[src/rtl/shared_reg_arbiter_pkg.sv]
`default_nettype none
// ============================================================================
// Module      : shared_reg_arbiter_pkg
// Description : Shared types and helpers for the shared-register arbiter:
//               FSM state encoding and a ceiling-log2 helper for pointer width.
// Revision    : 1.0 - initial release
// ============================================================================
package shared_reg_arbiter_pkg;

  // Transaction sequencer states; encoding is fixed so it can be probed.
  typedef enum logic [1:0] {
    ST_IDLE    = 2'd0,
    ST_GRANT   = 2'd1,
    ST_WRITE   = 2'd2,
    ST_RELEASE = 2'd3
  } state_t;

  // Ceiling log2, clamped to at least 1 so a pointer always has a bit.
  function automatic int clog2_f(input int value);
    int r;
    r = 0;
    for (int v = value - 1; v > 0; v = v >> 1) begin
      r++;
    end
    if (r == 0) begin
      r = 1;
    end
    return r;
  endfunction

endpackage : shared_reg_arbiter_pkg
`default_nettype wire

[src/rtl/shared_reg_arbiter_rr_priority_pick.sv]
`default_nettype none
// ============================================================================
// Module      : rr_priority_pick
// Description : Combinational round-robin picker. Returns the first asserted
//               request at or after ptr, wrapping modulo N_REQ.
// Revision    : 1.0 - initial release
// ============================================================================
module rr_priority_pick
  import shared_reg_arbiter_pkg::*;
#(
  parameter int N_REQ = 4,
  parameter int PTR_W = clog2_f(N_REQ)
) (
  input  logic [N_REQ-1:0] req,
  input  logic [PTR_W-1:0] ptr,
  output logic [PTR_W-1:0] winner,
  output logic             valid
);

  logic [PTR_W:0]   w_sum;
  logic [PTR_W-1:0] w_idx;

  // Scan offsets from farthest to nearest so the nearest asserted request wins.
  always_comb begin
    winner = '0;
    valid  = 1'b0;
    w_sum  = '0;
    w_idx  = '0;
    for (int i = N_REQ - 1; i >= 0; i--) begin
      w_sum = {1'b0, ptr} + (PTR_W+1)'(i);
      if (w_sum >= (PTR_W+1)'(N_REQ)) begin
        w_sum = w_sum - (PTR_W+1)'(N_REQ);
      end
      w_idx = w_sum[PTR_W-1:0];
      if (req[w_idx]) begin
        winner = w_idx;
        valid  = 1'b1;
      end
    end
  end

endmodule : rr_priority_pick
`default_nettype wire

[src/rtl/shared_reg_arbiter.sv]
`default_nettype none
// ============================================================================
// Module      : shared_reg_arbiter
// Description : Round-robin arbiter and write sequencer owning one shared
//               WIDTH-bit register. One grant -> write -> ack -> release
//               transaction per four cycles; all outputs are registered.
// Revision    : 1.0 - initial release
// ============================================================================
module shared_reg_arbiter
  import shared_reg_arbiter_pkg::*;
#(
  parameter int N_REQ = 4,
  parameter int WIDTH = 8,
  parameter int PTR_W = clog2_f(N_REQ)
) (
  input  logic                   clk,
  input  logic                   rst_n,
  input  logic [N_REQ-1:0]       req,
  input  logic [N_REQ*WIDTH-1:0] wr_data,
  output logic [N_REQ-1:0]       grant,
  output logic [N_REQ-1:0]       ack,
  output logic [PTR_W-1:0]       grant_idx,
  output logic [WIDTH-1:0]       q,
  output logic                   busy
);

  state_t             r_state;
  logic [PTR_W-1:0]   r_ptr;
  logic [PTR_W-1:0]   r_grant_idx;
  logic [N_REQ-1:0]   r_grant;
  logic [N_REQ-1:0]   r_ack;
  logic [WIDTH-1:0]   r_q;
  logic               r_busy;

  logic [PTR_W-1:0]   w_winner;
  logic               w_valid;
  logic [WIDTH-1:0]   w_wr_word;

  rr_priority_pick #(
    .N_REQ (N_REQ),
    .PTR_W (PTR_W)
  ) u_pick (
    .req    (req),
    .ptr    (r_ptr),
    .winner (w_winner),
    .valid  (w_valid)
  );

  // Select the granted requester's data word for capture at the WRITE edge.
  always_comb begin
    w_wr_word = '0;
    for (int i = 0; i < N_REQ; i++) begin
      if (r_grant_idx == PTR_W'(i)) begin
        w_wr_word = wr_data[i*WIDTH +: WIDTH];
      end
    end
  end

  // Transaction sequencer, register bank and round-robin pointer.
  always_ff @(posedge clk or negedge rst_n) begin
    if (!rst_n) begin
      r_state     <= ST_IDLE;
      r_ptr       <= '0;
      r_grant_idx <= '0;
      r_grant     <= '0;
      r_ack       <= '0;
      r_q         <= '0;
      r_busy      <= 1'b0;
    end else begin
      case (r_state)
        ST_IDLE: begin
          if (w_valid) begin
            r_grant     <= N_REQ'(1) << w_winner;
            r_grant_idx <= w_winner;
            r_busy      <= 1'b1;
            r_state     <= ST_GRANT;
          end
        end
        ST_GRANT: begin
          // Requester gets one full cycle to observe grant before capture.
          r_state <= ST_WRITE;
        end
        ST_WRITE: begin
          r_q     <= w_wr_word;
          r_ack   <= r_grant;
          r_state <= ST_RELEASE;
        end
        ST_RELEASE: begin
          r_grant <= '0;
          r_ack   <= '0;
          r_busy  <= 1'b0;
          // Pointer moves only on a completed transaction, wrapping at N_REQ-1.
          if (r_grant_idx == PTR_W'(N_REQ - 1)) begin
            r_ptr <= '0;
          end else begin
            r_ptr <= r_grant_idx + PTR_W'(1);
          end
          r_state <= ST_IDLE;
        end
        default: begin
          r_state <= ST_IDLE;
        end
      endcase
    end
  end

  assign grant     = r_grant;
  assign ack       = r_ack;
  assign grant_idx = r_grant_idx;
  assign q         = r_q;
  assign busy      = r_busy;

endmodule : shared_reg_arbiter
`default_nettype wire
[config.mk]
export PLATFORM = sky130hd
export DESIGN_NAME = shared_reg_arbiter
export DESIGN_NICKNAME = d
export VERILOG_FILES = /design/src/rtl/shared_reg_arbiter_pkg.sv /design/src/rtl/shared_reg_arbiter_rr_priority_pick.sv /design/src/rtl/shared_reg_arbiter.sv
export SDC_FILE = /design/constraint.sdc
export NUM_CORES = 1
export LEC_CHECK = 0
export ABC_AREA = 1
export BUFFER_PORTS_ARGS = -buffer_cell sky130_fd_sc_hd__buf_4
export CAP_MARGIN = 0
export CORE_ASPECT_RATIO = 0.9
export CORE_MARGIN = 3
export CORE_UTILIZATION = 32
export DETAILED_ROUTE_END_ITERATION = 12
export GPL_ROUTABILITY_DRIVEN = 0
export SETUP_SLACK_MARGIN = 0.1
export SLEW_MARGIN = 20
export SYNTH_ARGS = -nofsm -noshare
export SYNTH_HDL_FRONTEND = slang
export SYNTH_HIERARCHICAL = 1
export SYNTH_SLANG_ARGS = --single-unit
[constraint.sdc]
create_clock -name clk -period 1.63 [get_ports clk]
set_input_delay 0.4075 -clock clk [delete_from_list [all_inputs] [get_ports clk]]
set_output_delay 0.4075 -clock clk [all_outputs]
set_load 0.005 [all_outputs]
==> results.yml <==
global_routing:
  grt_usage_pct: 13.3
  antenna_found_initial: 0
  first_global_vias: 1389
  grt_max_degree: 24
  grt_pass1_wl_um: 6210
  overflow: 0
clock_network:
  hold_buffers: 0
  cts_made_buffers: 3
  cts_buffer_depth: 2
  clk_latency_ns: 0.26
  htree_levels: 1
  cts.sinks: 23
  tritoncts: "yes"
  cts_root_buffer: "clkbuf_8"
  clk_pin_slew_ns: 0.08
yosys:
  synth_edf_count: 0
  ys.flop_type: "dfrtp_1"
  syn_area_per_cell_sq_um: 7.01
  synth_nets: 268
  async_reset_ff_share_pct: 100
  syn_inst: 222
  synth-compound-area-share_pct: 9.49
  synthSimpleGateAreaFrac_pct: 34.7
  synthXorXnorAreaFrac_pct: 0
  synthAdderAreaFrac_pct: 6.43
  synth_seq_cells: 23
  yosys_warnings: 6
  ys_types: 22
  synth_mux_area_share_pct: 0
  synth_top_family_by_area: "simple AND/OR/NAND/NOR gates"
  synthesis.area_sq_mm: 0.00156
  ys_seq_area_share_pct: 37.0
routing:
  drc: 0
  postRouteAntennaNets: 0
  avgViaCountPerCell: 4.47
  via_count: 1532
  dr.pass1.iters: 4
  post_drt_wl_per_cell_um: 11.4
  drt_iter0_drc: 70
  routed_wl_um: 3920
floorplanning:
  core_area_sq_mm: 0.00458
  pin_count: 57
  num_rows: 23
  die_w_um: 79.5
  dieHeight_um: 72.2
  die-area_sq_mm: 0.00574
  start_util_pct: 34.0
timing:
  hold_viol: 0
  fin_ws_ns: 0.150
  slew_violations: 0
  setup-tns-final_ns: 0
  slew_headroom_pct: 80.0
  period_share_pct: 90.8
  min_period_ns: 1.48
  setup_viol: 0
  tightest_slew_ns: 0.300
  finClkSkew_ns: 0.00548
  rsz0062_at_grt: "yes"
  max_freq_mhz: 676
setup_path:
  crit_fanout: 5
  cp-end-kind: "flip-flop"
  worst-setup-path-type: "reg2reg"
  start_kind: "flip-flop"
  critPathRequiredTime_ns: 1.82
  arrival_ns: 1.67
  reg2reg_depth: 13
power_and_ir_drop:
  power_density_mw_per_mm2: 1790
  leakagePower_nw: 1.19
  ir_drop_uv: 872
place:
  pre_cts_ws_ns: 0.0554
  dp_hpwl_um: 3070
  io_buffers: 56
cells_and_area:
  fin_nets: 328
  multi_input_area_sq_um: 858
  n_antenna_cell: 0
  drive_above_1_share_pct: 37.4
  regArea_sq_um: 578
  fillers: 475
  syn2layout_area_growth_pct: 38.0
min_path:
  hp-class: "in2async"
job:
  cap_violations: 0
status:
  status: "finished, final reports clean"
## cell usage after synthesis (2+ instances only)
master,n,area [sq um]
nand2_2,6,37.5
a21oi_1,8,40.0
buf_6,4,45.0
nor2_1,18,67.6
o22ai_1,4,25.0
dfrtp_1,23,576
ha_1,8,100
o21ai_0,9,45.0
inv_1,18,67.6
inv_2,7,26.3
nand2_1,83,312
nand3_1,21,105
o21ai_2,2,17.5
buf_4,3,22.5
## per-stage QoR
step | instances | power (W) | cell area (sq um) | hold WS [ns] | util, %
3_5_place_dp | 336 | 0.00327 | 2000 | 0.323 | 43.8
4_1_cts | 340 | 0.00365 | 2050 | 0.0295 | 44.8
2_1_floorplan | 222 | 0.00264 | 1560 | 0.112 | -
3_3_place_gp | 336 | 0.00326 | 2000 | 0.323 | 43.8
6_report | 343 | 0.00384 | 2150 | 0.0228 | 47.0
5_1_grt | 343 | 0.00428 | 2150 | 0.0371 | 47.0
## where the power goes
part | internal [W] | total [W] | switching (W)
logic | 0.00107 | 0.00250 | 0.00143
registers | 0.000822 | 0.000999 | 0.000177
clock network | 0.000170 | 0.000348 | 0.000178
total | 0.00206 | 0.00384 | 0.00178
## logic make-up (layout without fill, tap and decap cells)
logic type,after synthesis,after routing
AOI/OAI and AO/OA,26,26
adders and majority gates,8,8
buffers and inverters,35,94
DFF,23,23
and+or+nand+nor,130,130
## cell usage in the layout (no fill, tap or decap), types with 2 or more instances in the layout
cell / Yosys / layout
buf_4: 3 / 62
dfrtp_1: 23 / 21
nand3_1: 21 / 18
inv_2: 7 / 9
nand2_1: 83 / 79
nand2_2: 6 / 9
o22ai_2: 0 / 3
inv_1: 18 / 16
o21ai_0: 9 / 8
a21oi_1: 8 / 8
ha_2: 0 / 3
clkbuf_8: 1 / 3
nand3_2: 1 / 4
nor2_1: 18 / 17
ha_1: 8 / 5
o21ai_2: 2 / 2
dfrtp_2: 0 / 2
## layer usage
layer	part of all wire, %	vias to the layer above	wire length [um]	global-route usage [%]
met1	49	670	1940	19.4
met3	7.6	4	300	2.73
li1	-	809	-	-
met2	43	49	1670	19.6
met5	0	-	0	0
met4	0.48	0	19	4.20
## critical path: stages (launching register included)
cell     delay, ns
dfrtp_2       0.41
buf_6         0.13
inv_4         0.06
nand2_2       0.05
and2_4        0.14
nand2_4       0.05
nand2_2       0.04
inv_2         0.05
nand2_1       0.04
nand2_1       0.07
nand2_2       0.08
inv_2         0.07
nand2_2       0.05
o22ai_2       0.15
## state kept, by name, indices dropped and copies added (netlist names)
name,count
q,8
ack,4
r_ptr,2
grant_idx,2
busy,1
r_state,2
grant,4
## final timing paths
kind | startpoint | endpoint | slack (ns)
min in group clk | wr_data[19] | q[3] | 0.45
setup / recovery | r_ptr[0] | grant[0] | 0.15
max in group asynchronous | rst_n | r_ptr[1] | 1.36
hold reg to reg | q[7] | q[7] | 0.49
setup reg to reg | r_ptr[0] | grant[0] | 0.15
hold / removal | rst_n | ack[1] | 0.02
## cell type report
| type | instances | area share, % |
|---|---|---|
| multi-input combinational | 164 | 40.0 |
| sequential | 23 | 26.9 |
| timing repair buffer | 63 | 22.2 |
| inverter | 27 | 5.18 |
| tap | 62 | 3.61 |
| clock buffer | 3 | 1.92 |
| clock inverter | 1 | 0.233 |
## repair_timing
action / in CTS / in global routing
buffers inserted: 0 / 3
setup endpoints to repair: 4 / 15
resized for setup: 1 / 23
pin swaps: 0 / 9
Note: power is estimated with default switching activity, not from simulation.
